File: src/rtl/booth_multiplier_core.sv
// Sequential radix-2 Booth multiplier: one Booth step per clock for WIDTH cycles.
// The signed product is registered and held until the consumer takes it.
module booth_multiplier_core #(
  parameter int WIDTH = 16
) (
  input  logic                 clk,
  input  logic                 reset,
  input  logic                 in_valid,
  output logic                 in_ready,
  input  logic [WIDTH-1:0]     multiplicand,
  input  logic [WIDTH-1:0]     multiplier,
  output logic                 out_valid,
  input  logic                 out_ready,
  output logic [2*WIDTH-1:0]   product,
  output logic                 busy
);

  localparam int CW = $clog2(WIDTH + 1);

  typedef enum logic [1:0] {
    IDLE = 2'd0,
    CALC = 2'd1,
    DONE = 2'd2
  } state_t;

  state_t               state_r;
  state_t               state_s;
  logic [WIDTH:0]       a_r;
  logic [WIDTH:0]       mx_r;
  logic [WIDTH-1:0]     q_r;
  logic                 qm1_r;
  logic [CW-1:0]        cnt_r;
  logic [2*WIDTH-1:0]   product_r;
  logic [WIDTH:0]       sum_s;
  logic [WIDTH:0]       step_a_s;
  logic [WIDTH-1:0]     step_q_s;
  logic                 in_ready_s;
  logic                 out_valid_s;
  logic                 busy_s;

  // State register
  always_ff @(posedge clk) begin
    if (reset) begin
      state_r <= IDLE;
    end else begin
      state_r <= state_s;
    end
  end

  // Next-state logic
  always_comb begin
    state_s = state_r;
    case (state_r)
      IDLE: begin
        if (in_valid) state_s = CALC;
        else          state_s = IDLE;
      end
      CALC: begin
        if (cnt_r == CW'(1)) state_s = DONE;
        else                 state_s = CALC;
      end
      DONE: begin
        if (out_ready) state_s = IDLE;
        else           state_s = DONE;
      end
      default: state_s = IDLE;
    endcase
  end

  // Handshake outputs decoded purely from the state register
  always_comb begin
    in_ready_s  = 1'b0;
    out_valid_s = 1'b0;
    busy_s      = 1'b0;
    case (state_r)
      IDLE:    in_ready_s = 1'b1;
      CALC:    busy_s     = 1'b1;
      DONE: begin
        out_valid_s = 1'b1;
        busy_s      = 1'b1;
      end
      default: in_ready_s = 1'b0;
    endcase
  end

  // One Booth step: add/subtract by {Q[0], q_m1}, then arithmetic shift of {A, Q}
  always_comb begin
    sum_s = a_r;
    case ({q_r[0], qm1_r})
      2'b01:   sum_s = a_r + mx_r;
      2'b10:   sum_s = a_r - mx_r;
      default: sum_s = a_r;
    endcase
    step_a_s = {sum_s[WIDTH], sum_s[WIDTH:1]};
    step_q_s = {sum_s[0], q_r[WIDTH-1:1]};
  end

  // Datapath registers; product is captured on the final step so it is valid with out_valid
  always_ff @(posedge clk) begin
    if (reset) begin
      a_r       <= '0;
      mx_r      <= '0;
      q_r       <= '0;
      qm1_r     <= 1'b0;
      cnt_r     <= '0;
      product_r <= '0;
    end else begin
      case (state_r)
        IDLE: begin
          if (in_valid) begin
            mx_r  <= {multiplicand[WIDTH-1], multiplicand};
            q_r   <= multiplier;
            a_r   <= '0;
            qm1_r <= 1'b0;
            cnt_r <= CW'(WIDTH);
          end
        end
        CALC: begin
          a_r   <= step_a_s;
          q_r   <= step_q_s;
          qm1_r <= q_r[0];
          cnt_r <= cnt_r - CW'(1);
          if (cnt_r == CW'(1)) begin
            product_r <= {step_a_s[WIDTH-1:0], step_q_s};
          end
        end
        default: begin
        end
      endcase
    end
  end

  assign in_ready  = in_ready_s;
  assign out_valid = out_valid_s;
  assign busy      = busy_s;
  assign product   = product_r;

endmodule

File: config.mk
export PLATFORM = sky130hd
export DESIGN_NAME = booth_multiplier_core
export DESIGN_NICKNAME = d
export VERILOG_FILES = /design/src/rtl/booth_multiplier_core.sv
export SDC_FILE = /design/constraint.sdc
export NUM_CORES = 1
export LEC_CHECK = 0
export CAP_MARGIN = 20
export CORE_MARGIN = 2
export CORE_UTILIZATION = 49
export CTS_CLUSTER_SIZE = 12
export DETAILED_ROUTE_END_ITERATION = 16
export PLACE_DENSITY_LB_ADDON = 0.15
export SLEW_MARGIN = 25
export SYNTH_ARGS = -nofsm -noshare
export SYNTH_HDL_FRONTEND = slang
export SYNTH_SLANG_ARGS = --single-unit
File: constraint.sdc
create_clock -name clk -period 3.1 [get_ports clk]
set_clock_uncertainty 0.1 [all_clocks]
set_input_delay 0.31 -clock clk [delete_from_list [all_inputs] [get_ports clk]]
set_output_delay 0.31 -clock clk [all_outputs]
set_load 0.01 [all_outputs]
Word level (Yosys, flattened, before mapping)
Index checks and enable logic that the tools add are counted.
Word-level totals
  register bits: 89
  latch bits: 0
  RAM bits: 0
  bits in read-only memories: 0
  input bits: 36
  output and inout port bits: 35
  memories kept: 0
Cells by class
  $add $sub $neg: 3
  multiply operators: 0
  divide/modulo/power cells: 0
  $lt $le $gt $ge: 0
  equality and inequality tests: 6
  shift operators: 0
  multiplexer cells: 16
  bitwise logic cells: 0
  reduce and logical (&&, ||, !) cells: 6
Operator list (count)
  $pmux W17 S2: 2
  $pmux W16 S2: 1
  $add A17 B17 Y17: 1
  $mux W17: 1
  $sub A17 B17 Y17: 1
  $mux W16: 1
  $pmux W5 S2: 1
  $pmux W2 S3: 1
  $reduce_and A2 Y1: 3
  $eq A5 B1 Y1 const B: 1
  $mux W1: 5
  $mux W5: 1
  $sub A5 B1 Y5 const B: 1
  $eq A2 B1 Y1 const B: 2
  $eq A2 B2 Y1 const B: 2
  $mux W2: 2
  $logic_not A2 Y1: 1
  $ne A2 B2 Y1 const B: 1
  $pmux W1 S2: 1
  $reduce_bool A2 Y1: 1
  $reduce_or A2 Y1: 1

Logic depth before layout (Yosys ltp)
  word-level depth: 3
  mapped depth: 15

Least setup slack after synthesis
Ideal clock, no wire load.
  path kind: flip-flop to flip-flop
  from: register mx_r[2]
  to: register a_r[14]
  arrival: 3.236 ns
  required time: 2.908 ns
  setup slack: -0.329 ns
  cell stages (with the launch flop): 15
  period minus slack after synthesis: 3.429 ns
  cells stage by stage: dfxtp_1 or3_1 nor3_1 nand2b_1 nor3_1 a21oi_1 xnor2_1 ha_1 clkbuf_1 and3_1 a221o_1 a221o_1 a21oi_1 xnor2_1 o32ai_1
On the way
  word-level cells in the longest chain between the ends: 3
Ends and longest elaborated chain
  start: declaration: RTL line 29  | logic [WIDTH:0] mx_r;
  start signal: assignment: RTL line 111  | mx_r <= {multiplicand[WIDTH-1], multiplicand};
  $sub A17 B17 Y17 or $add A17 B17 Y17 (tied branches): RTL line 91, 90
  $pmux W17 S2 (*): RTL line 89  | case ({q_r[0], qm1_r})
  $pmux W17 S2 (*): RTL line 108  | case (state_r)
  end signal: assignment: RTL line 119  | a_r <= step_a_s;
  end: declaration: RTL line 28  | logic [WIDTH:0] a_r;
Mark *: on every way between the ends. The rest lies on a longest branch, timed or not.
A chain may end at the register's enable or synchronous reset.

Final worst setup path
  from: register mx_r[2]
  to: register product_r[31] (netlist: product[31])
On the way
  word-level cells in the longest chain between the ends: 2
Ends and longest elaborated chain
  $sub A17 B17 Y17 or $add A17 B17 Y17 (tied branches): RTL line 91, 90
  $pmux W17 S2 (*): RTL line 89
  end signal: assignment: RTL line 124  | product_r <= {step_a_s[WIDTH-1:0], step_q_s};
  end: declaration: RTL line 33  | logic [2*WIDTH-1:0] product_r;
Marked as above.

==> results.yml <==
run_status:
  outcome: "complete, but fails checks"
  violations: "negative setup slack"
drt:
  wl_per_cell_um: 15.3
  drc: 0
  drtIter0Drc: 216
  wirelength_um: 12800
  first_pass_iters: 5
  final_antenna_net_count: 0
  vias: 4587
  vias_per_cell: 5.47
layout:
  drive_above_1_share: 0.175
  syn_to_final_growth_pct: 34.8
  fill_cells: 813
  fin_nets: 766
  n_antenna_cell: 0
  fin_area_um2: 6350
  fin_cells: 839
timing:
  hold_violations: 0
  finalCritPeriodShare: 1.07
  setup_viol: 11
  worst_pin_slew_ns: 0.910
  rsz0062_at_grt: "yes"
  hold_slack_ns: 0.276
  worst_slew_margin_rel: 0.393
  setup_ws_ns: -0.226
  maxSlewViolCount: 0
  finalCriticalPeriod_ns: 3.33
  fmax_ghz: 0.301
setup_path:
  crit_required_ns: 3.24
  worstSetupEndpointType: "register"
  crit_start: "mx_r[2]$_SDFFE_PP0P_"
  rrSetupSlack_ns: -0.23
  arrival_ns: 3.46
  path_max_fanout: 4
  cp-start-kind: "register"
  timing.rr.end: "product[31]$_SDFFE_PP0P_"
  critical_path_class: "reg2reg"
  rr_startpoint: "mx_r[2]$_SDFFE_PP0P_"
  reg2reg_depth: 14
cts:
  root_buffer: "clkbuf_8"
  clkTransAtPathRegs_ns: 0.10
  clock-sinks: 88
  cts_tree: "yes"
  clk_latency_ns: 0.37
  cts_buffers: 9
  cts_hold_buf: 0
  clockBufferDepth: 2
  h-tree-depth: 3
synthesis:
  synth.avg_cell_area_um2: 7.88
  async_flop_share: 0
  syn_nets: 659
  synth_ff_type: "dfxtp_1"
  yosys.area.top_type: "dfxtp_1"
  synth_edf_count: 0
  synth_area_leaders: "dfxtp_1 (37%), a21oi_1 (7.8%), nand2_1 (7.4%)"
  yosys_warnings: 0
  synth_top_area_frac: 0.374
  netlist-cell-type-count: 48
  mappedNetlistArea_um2: 4710
  postSynthCellCount: 598
  ys_seq_area_frac: 0.374
  synth.ff_latch_count: 88
pwr:
  powerDensity_nw_per_um2: 500
  p_leak_uw: 0.00251
  peakVddDrop_uv: 272
run:
  maxCapViolations: 0
place:
  gp_congestion: 0.858
  postPlaceCellArea_um2: 5880
  place_hpwl_um: 9250
  io_buffers: 70
  dp_cells: 813
floorplanning:
  rows: 35
  dieArea_um2: 10400
  core_area_um2: 9280
  pin_count: 71
  start_util: 0.508
  die_w_um: 102
  die_y_um: 102
grt:
  grt_use_total: 0.252
  grt_pass1_vias: 4426
  grt.overflow.total: 0
  antenna_found_initial: 0
  grt_max_degree: 57
  grt_first_pass_wirelength_um: 20900
min_path:
  whs_path_depth: 2
  min_to: "product[15]$_SDFFE_PP0P_"
  hold_path.startpoint: "reset"
  hp-class: "in2reg"
critical path, stage by stage (launching register included):
cell	delay, ns
dfxtp_2	0.33
or3_4	0.40
nor3_4	0.13
nand2b_1	0.14
nor3_2	0.24
a21oi_1	0.11
xnor2_1	0.14
ha_1	0.33
a21o_1	0.17
a21oi_1	0.24
o221ai_2	0.13
o21ba_4	0.25
mux2i_4	0.24
xor2_1	0.18
a21oi_1	0.08
stage by stage:
step                utilization  power [uW]  worst slack (ns)  TNS (ns)
floorplan                     -        1870           -0.0735    -0.278
global placement          0.634        2200            -0.299     -1.71
detailed placement        0.634        2210            -0.247     -1.93
CTS                       0.669        3110            -0.160    -0.691
global route              0.684        3330            -0.396     -3.44
finish                    0.684        3170            -0.226    -0.970
cell families (layout without fill, tap and decap cells):
kind of cell,after synthesis,in the layout,share of synthesized area
XOR/XNOR,28,28,0.0520
flip-flops,88,88,0.374
multiplexers,26,26,0.0558
buffers and inverters,65,177,0.0523
adder cells (fa/ha/maj),25,25,0.0680
AO/OA/AOI/OAI,158,158,0.204
AND/OR/NAND/NOR,208,208,0.194
cell usage after synthesis (3+ instances only):
library cell,instances
a211oi_1,19
a22oi_1,6
or3_1,4
and2_1,3
nand2b_1,9
buf_1,3
a31oi_1,6
nand3_1,11
nor2_1,59
dfxtp_1,88
o21ai_0,23
xor2_1,8
clkbuf_1,36
mux2i_1,24
a21oi_1,73
inv_1,24
nand4_1,5
nor3_1,12
and3_1,5
o211ai_1,4
nand2_1,93
ha_1,24
a21o_1,8
xnor2_1,20
routing by layer:
metal	up-vias	wire (um)	global-route usage
met1	2179	5730	0.330
met5	-	0	0
met2	106	6260	0.428
li1	2278	-	-
met4	0	284	0.0810
met3	24	562	0.0404
report_power, final:
part	switching, uW	internal, uW
registers	47.2	1190
clock network	473	387
logic	561	518
total	1080	2090
registers in the layout (all words and copies together), names as in the netlist:
name	count
product	32
a_r	16
mx_r	16
q_r	16
cnt_r	5
state_r	2
qm1_r	1
repair_timing:
action / CTS / global route
endpoints found under the setup margin: 12 / 20
pin swaps: 15 / 12
resized for setup: 24 / 23
setup buffers: 7 / 7
cell type report:
type                            count  area [um2]  area share
Tap cell                          129         161      0.0254
Clock inverter                      6        75.1      0.0118
Timing Repair Buffer              137        1230       0.194
Inverter                           24        90.1      0.0142
Sequential cell                    88        1760       0.278
Clock buffer                       10         128      0.0201
Multi-Input combinational cell    445        2900       0.457
how the worst max path moves through the flow:
stage / end / depth (start not counted)
after detailed placement: a_r[14]$_SDFFE_PP0P_ / 13
final: product[31]$_SDFFE_PP0P_ / 14
after CTS: a_r[14]$_SDFFE_PP0P_ / 13
after global placement: a_r[10]$_SDFFE_PP0P_ / 13
after global routing: a_r[14]$_SDFFE_PP0P_ / 13
after floorplan: a_r[14]$_SDFFE_PP0P_ / 12
layout by cell type, fill, tap and decap left out, drive strengths merged, types with 6 or more instances in the layout:
cell,count
a22oi,6
a31oi,6
ha,24
mux2i,24
o21ai,23
nor3,12
a21oi,73
nor2,59
nand3,11
xor2,8
dfxtp,88
a211oi,19
clkbuf,10
a21o,8
xnor2,20
clkdlybuf4s50,69
inv,27
buf,68
nand2,93
nand2b,9
Power figures use the tool's default switching activity.
